### src/rtl/julia_pkg.sv
// Shared types and constants for the Julia-set frame scheduler: Q16.16 fixed point,
// operator command encodings and the scheduler FSM states.
package julia_pkg;

  localparam int FRAC = 16;
  // Thousandths to Q16.16: round(2^FRAC / 1000) = 66.
  localparam int K_MILLI = ((1 << FRAC) + 500) / 1000;

  typedef logic signed [31:0] fix_t;

  typedef enum logic [1:0] {
    LOAD_RE = 2'b00,
    LOAD_IM = 2'b01,
    CFG_NOP = 2'b10,
    START   = 2'b11
  } cfg_op_e;

  typedef enum logic [1:0] {
    S_IDLE,
    S_ISSUE,
    S_DRAIN,
    S_DONE
  } sched_e;

  // Signed thousandths in the low half-word to Q16.16, keeping the low 32 bits.
  function automatic fix_t milli_to_fix(input logic [15:0] milli);
    fix_t wide;
    wide = fix_t'($signed(milli));
    return fix_t'(wide * fix_t'(K_MILLI));
  endfunction

endpackage

### src/rtl/julia_result_wb.sv
// Result write-back stage: one-entry output register toward the frame buffer,
// intensity clamp and raster address computation.
module julia_result_wb
  import julia_pkg::*;
#(
  parameter int IMG_W    = 640,
  parameter int MAX_ITER = 100
) (
  input  logic        CLK,
  input  logic        RESET,
  input  logic        accept_en_i,
  input  logic        res_valid_i,
  input  logic [9:0]  res_x_i,
  input  logic [8:0]  res_y_i,
  input  logic [7:0]  res_iter_i,
  input  logic        res_esc_i,
  input  logic        wr_ready_i,
  output logic        res_ready_o,
  output logic        res_take_o,
  output logic        wr_valid_o,
  output logic [18:0] wr_addr_o,
  output logic [7:0]  wr_data_o
);

  logic        wr_valid_q, wr_valid_d;
  logic [18:0] wr_addr_q, wr_addr_d;
  logic [7:0]  wr_data_q, wr_data_d;
  logic        slot_free;

  assign slot_free   = !wr_valid_q || wr_ready_i;
  // Outside a frame results are swallowed so a stale engine can always drain.
  assign res_ready_o = accept_en_i ? slot_free : 1'b1;
  assign res_take_o  = accept_en_i && res_valid_i && slot_free;

  // NOTE: every always_comb output gets a default first so no path infers a latch.
  always_comb begin
    wr_addr_d  = wr_addr_q;
    wr_data_d  = wr_data_q;
    wr_valid_d = wr_valid_q && !wr_ready_i;
    if (res_take_o) begin
      wr_valid_d = 1'b1;
      wr_addr_d  = 19'(res_y_i) * 19'(IMG_W) + 19'(res_x_i);
      if (!res_esc_i)
        wr_data_d = '0;
      else if (res_iter_i > 8'(MAX_ITER))
        wr_data_d = 8'(MAX_ITER);
      else
        wr_data_d = res_iter_i;
    end
  end

  // NOTE: state registers use non-blocking assignments so every flop samples pre-edge values.
  always_ff @(posedge CLK) begin
    if (RESET) begin
      wr_valid_q <= 1'b0;
      wr_addr_q  <= '0;
      wr_data_q  <= '0;
    end else begin
      wr_valid_q <= wr_valid_d;
      wr_addr_q  <= wr_addr_d;
      wr_data_q  <= wr_data_d;
    end
  end

  assign wr_valid_o = wr_valid_q;
  assign wr_addr_o  = wr_addr_q;
  assign wr_data_o  = wr_data_q;

endmodule

### src/rtl/julia_frame_sched.sv
// Frame scheduler: latches c, raster-scans the frame issuing z0 to the iteration
// engine, tracks pixels in flight and hands results to the write-back stage.
module julia_frame_sched
  import julia_pkg::*;
#(
  parameter int   IMG_W    = 640,
  parameter int   IMG_H    = 480,
  parameter int   MAX_ITER = 100,
  parameter fix_t STEP     = 32'sd410,
  parameter int   MAX_OUT  = 8
) (
  input  logic        CLK,
  input  logic        RESET,
  input  logic [31:0] coord_in,
  input  logic [1:0]  state,
  output logic [31:0] c_re,
  output logic [31:0] c_im,
  output logic        px_valid,
  input  logic        px_ready,
  output logic [9:0]  px_x,
  output logic [8:0]  px_y,
  output logic [31:0] z0_re,
  output logic [31:0] z0_im,
  input  logic        res_valid,
  output logic        res_ready,
  input  logic [9:0]  res_x,
  input  logic [8:0]  res_y,
  input  logic [7:0]  res_iter,
  input  logic        res_esc,
  output logic        wr_valid,
  input  logic        wr_ready,
  output logic [18:0] wr_addr,
  output logic [7:0]  wr_data,
  output logic        busy,
  output logic        done
);

  localparam int   OUT_W  = $clog2(MAX_OUT + 1);
  localparam fix_t Z0_RE0 = fix_t'(-(IMG_W / 2)) * STEP;
  localparam fix_t Z0_IM0 = fix_t'(-(IMG_H / 2)) * STEP;

  sched_e           state_q, state_d;
  cfg_op_e          op;
  logic             start_lvl_q, start_ok, idle_like, issue_hs, res_take, last_px;
  logic [9:0]       px_x_q, px_x_d;
  logic [8:0]       px_y_q, px_y_d;
  fix_t             z0_re_q, z0_re_d, z0_im_q, z0_im_d;
  fix_t             c_re_q, c_re_d, c_im_q, c_im_d;
  logic [OUT_W-1:0] out_q, out_d;
  logic             coord_unused;

  assign coord_unused = ^coord_in[31:16];

  assign op        = cfg_op_e'(state);
  assign idle_like = (state_q == S_IDLE) || (state_q == S_DONE);
  // Only a 0->1 transition of the start command counts; holding it does nothing.
  assign start_ok  = (op == START) && !start_lvl_q && idle_like;
  assign busy      = (state_q == S_ISSUE) || (state_q == S_DRAIN);
  assign done      = (state_q == S_DONE);
  assign px_valid  = (state_q == S_ISSUE) && (out_q < OUT_W'(MAX_OUT));
  assign issue_hs  = px_valid && px_ready;
  assign last_px   = (px_x_q == 10'(IMG_W - 1)) && (px_y_q == 9'(IMG_H - 1));

  always_comb begin
    state_d = state_q;
    unique case (state_q)
      S_IDLE, S_DONE: if (start_ok) state_d = S_ISSUE;
      S_ISSUE:        if (issue_hs && last_px) state_d = S_DRAIN;
      S_DRAIN:        if (out_q == '0 && !wr_valid) state_d = S_DONE;
      default:        state_d = S_IDLE;
    endcase
  end

  // Raster scan by incremental adds: the start point is reloaded at each line wrap.
  always_comb begin
    px_x_d  = px_x_q;
    px_y_d  = px_y_q;
    z0_re_d = z0_re_q;
    z0_im_d = z0_im_q;
    if (start_ok) begin
      px_x_d  = '0;
      px_y_d  = '0;
      z0_re_d = Z0_RE0;
      z0_im_d = Z0_IM0;
    end else if (issue_hs) begin
      if (px_x_q == 10'(IMG_W - 1)) begin
        px_x_d  = '0;
        z0_re_d = Z0_RE0;
        px_y_d  = px_y_q + 9'd1;
        z0_im_d = z0_im_q + STEP;
      end else begin
        px_x_d  = px_x_q + 10'd1;
        z0_re_d = z0_re_q + STEP;
      end
    end
  end

  always_comb begin
    out_d = out_q;
    if (start_ok)
      out_d = '0;
    else if (issue_hs && !res_take)
      out_d = out_q + OUT_W'(1);
    else if (!issue_hs && res_take)
      out_d = out_q - OUT_W'(1);
  end

  always_comb begin
    c_re_d = c_re_q;
    c_im_d = c_im_q;
    if (idle_like && op == LOAD_RE) c_re_d = milli_to_fix(coord_in[15:0]);
    if (idle_like && op == LOAD_IM) c_im_d = milli_to_fix(coord_in[15:0]);
  end

  // NOTE: every control and datapath register is reset so a mid-frame RESET leaves no stale state.
  always_ff @(posedge CLK) begin
    if (RESET) begin
      state_q     <= S_IDLE;
      start_lvl_q <= 1'b0;
      px_x_q      <= '0;
      px_y_q      <= '0;
      z0_re_q     <= '0;
      z0_im_q     <= '0;
      c_re_q      <= '0;
      c_im_q      <= '0;
      out_q       <= '0;
    end else begin
      state_q     <= state_d;
      start_lvl_q <= (op == START);
      px_x_q      <= px_x_d;
      px_y_q      <= px_y_d;
      z0_re_q     <= z0_re_d;
      z0_im_q     <= z0_im_d;
      c_re_q      <= c_re_d;
      c_im_q      <= c_im_d;
      out_q       <= out_d;
    end
  end

  julia_result_wb #(
    .IMG_W    (IMG_W),
    .MAX_ITER (MAX_ITER)
  ) u_wb (
    .CLK         (CLK),
    .RESET       (RESET),
    .accept_en_i (busy),
    .res_valid_i (res_valid),
    .res_x_i     (res_x),
    .res_y_i     (res_y),
    .res_iter_i  (res_iter),
    .res_esc_i   (res_esc),
    .wr_ready_i  (wr_ready),
    .res_ready_o (res_ready),
    .res_take_o  (res_take),
    .wr_valid_o  (wr_valid),
    .wr_addr_o   (wr_addr),
    .wr_data_o   (wr_data)
  );

  assign c_re  = c_re_q;
  assign c_im  = c_im_q;
  assign px_x  = px_x_q;
  assign px_y  = px_y_q;
  assign z0_re = z0_re_q;
  assign z0_im = z0_im_q;

endmodule

### config.mk
export PLATFORM = sky130hd
export DESIGN_NAME = julia_frame_sched
export DESIGN_NICKNAME = d
export VERILOG_FILES = /design/src/rtl/julia_pkg.sv /design/src/rtl/julia_result_wb.sv /design/src/rtl/julia_frame_sched.sv
export SDC_FILE = /design/constraint.sdc
export NUM_CORES = 1
export LEC_CHECK = 0
export ABC_AREA = 1
export CAP_MARGIN = 20
export CORE_UTILIZATION = 50
export DETAILED_ROUTE_END_ITERATION = 8
export PLACE_DENSITY = 0.82
export SYNTH_ARGS = -nofsm -noshare
export SYNTH_HDL_FRONTEND = slang
export SYNTH_SLANG_ARGS = --single-unit
export TNS_END_PERCENT = 1
### constraint.sdc
create_clock -name CLK -period 7.4 [get_ports CLK]
set_input_delay 1.11 -clock CLK [delete_from_list [all_inputs] [get_ports CLK]]
set_output_delay 1.11 -clock CLK [all_outputs]
set_load 0.02 [all_outputs]
==> results.tsv <==
metric	value	unit
status	finished, final reports clean	
hold_class	reg2reg	
vias	9746	
synthFlopType	dfxtp_1	
dieHeight	140	um
hold_viol	0	
cts-resized-gates	0	
clock_skew	11.4	ps
yosysUniqueCellTypes	46	
path_clk_slew	60	ps
grt_setup_unrepaired	false	
h-tree-depth	4	
fillers	1636	
endpoint_kind	register	
ioPinCount	246	
total_leakage_power	0.00574	uW
critical_path_class	in2reg	
tightest_slew	988	ps
cts_buffers	17	
synthSimpleGateAreaFrac	31.3	%
p_per_area	285	nW/um^2
ctsHoldBuffers	0	
grt.total_usage	26.6	%
syn_area_per_cell	6.74	um^2
start_util	51.1	%
grt_pass1_vias	9040	
io_buffers	226	
syn_to_final_growth	30.1	%
synth-xor-area-share	2.11	%
async_flop_share	0	%
overflow	0	
nets	1738	
drt_iter0_drc	716	
max_cap_violations	0	
cts_setup_buffers	0	
dr.pass1.iters	5	
die_w	140	um
fin_crit	4480	ps
start_kind	input port	
cts_num_sinks	163	
clock-root-buffer	clkbuf_16	
seqCellArea	3260	um^2
synthTopCellsByCount	294 x nand2_1, 205 x inv_1, 192 x nor2_1	
grt_use_met1	33.1	%
synth-edff-count	0	
num_antenna_cells	0	
wl_per_cell	14.0	um
yosysSeqAreaShare	34.1	%
cts_tree	done	
clk_path_buf_depth	2	
worstPathArrival	4790	ps
hpwl	19000	um
setup_viol	0	
max_freq	223	MHz
synthMuxAreaShare	0	%
post-synth-top-count-cell	nand2_1	
antenna_left	0	
viasPerCell	5.25	
ys_ff_latch	163	
synth.largest_area_cell	dfxtp_1	
peakVddDrop	190	uV
place.gp.congestion	0.941	
syn_area	9560	um^2
slew_headroom	34.1	%
rows	50	
grt.met2_usage	45.4	%
required	7710	ps
grt_max_degree	92	
yosys_warnings	0	
worstSkewPairLatency	430	ps
core	18700	um^2
die_area	19700	um^2
yosysTopAreaCellShare	34.1	%
finalSetupTns	0	ps
yosys-top-cells-area	dfxtp_1 34%, nand2_1 12%, inv_1 8.1%	
grt_util_met3	6.63	%
drt_wl_total	25900	um
busiest_layer	met2	
multiInputGateArea	5190	um^2
drc_errors	0	
whs	426	ps
worstPathMaxFanout	28	
synth_fa_ha_area_share	8.30	%
synth_compound_area_share	12.4	%
drive_gt1_share	3.64	%
antenna_found_initial	0	
synth_top_family_by_area	simple AND/OR/NAND/NOR gates	
grt_pass1_wl	42600	um
syn_inst	1418	
fin_crit_sh	60.6	%
drv_slew	0	
sequential cells by signal, summed over array words and instances, names as in the netlist:
signal           flops
z0_re               32
c_re                23
out_q                4
px_x                10
c_im                23
px_y                 9
z0_im               31
u_wb.wr_addr_o      19
u_wb.wr_data_o       8
start_lvl_q          1
u_wb.wr_valid_o      1
state_q              2
layer usage:
metal	wire length [um]	part of all wire, %
met1	11400	44
met2	12200	47
met4	403	1.6
met3	1930	7.4
met5	0	0
worst paths after layout:
path | from | endpoint | slack [ps] | cells past startpoint
setup / recovery | res_valid | out_q[3] | 2920 | 16
setup reg to reg | state_q[0] | out_q[3] | 3240 | 16
hold / removal | z0_re[0] | z0_re[0] | 430 | 2
hold reg to reg | z0_re[0] | z0_re[0] | 430 | 2
power breakdown:
group / internal (uW) / switching [uW]
Combinational: 587 / 865
Clock: 520 / 375
Sequential: 1050 / 147
Total: 2150 / 1390
metrics by stage:
step | instances | util [%] | power [uW] | cell area (um^2) | setup slack (ps)
6_report | 1857 | 66.4 | 3540 | 12400 | 2920
5_1_grt | 1857 | 66.4 | 3760 | 12400 | 2540
4_1_cts | 1857 | 66.4 | 3550 | 12400 | 2930
3_5_place_dp | 1825 | 63.2 | 2650 | 11800 | 2510
3_3_place_gp | 1825 | 63.2 | 2620 | 11800 | 2630
2_1_floorplan | 1420 | - | 2090 | 9560 | 4250
cell families (layout without fill, tap and decap cells):
logic type	after synthesis	count (layout)
flip-flops	163	163
AND/OR/NAND/NOR	686	686
AO/OA/AOI/OAI	216	216
other	1	3
buffers and inverters	268	471
XOR/XNOR	23	23
adder cells (fa/ha/maj)	61	61
area by class of cell:
type,instances,share of cell area [%]
multi-input cells,989,41.8
flip-flops and latches,163,26.3
repair buffers,230,18.4
inverters,209,6.31
clock buffers,19,3.64
well taps,234,2.36
clock inverters,13,1.20
worst max-delay path, cell delays in order:
cell             delay (ps)
clkdlybuf4s50_1         460
inv_1                    40
nor2_1                  130
inv_1                    70
nor2_2                  740
inv_1                   640
ha_1                    410
inv_1                   120
ha_1                    250
a21o_1                  180
a21oi_1                 190
nor2_1                   70
nor2_1                  100
nand2_1                  70
o21ai_0                 150
a21oi_1                  60
cells in the final DEF, fill, tap and decap left out, drive strengths merged, types with 8 or more instances in the layout:
| cell | instances |
|---|---|
| nand2 | 299 |
| dfxtp | 163 |
| clkdlybuf4s50 | 226 |
| a21oi | 71 |
| o21ai | 99 |
| o21a | 11 |
| xor2 | 15 |
| nor3 | 21 |
| ha | 57 |
| nand4 | 34 |
| inv | 211 |
| nor2 | 195 |
| xnor2 | 8 |
| a31oi | 11 |
| clkbuf | 19 |
| nand3b | 9 |
| nand3 | 110 |
| o21bai | 9 |
Note: power is estimated with default switching activity, not from simulation.
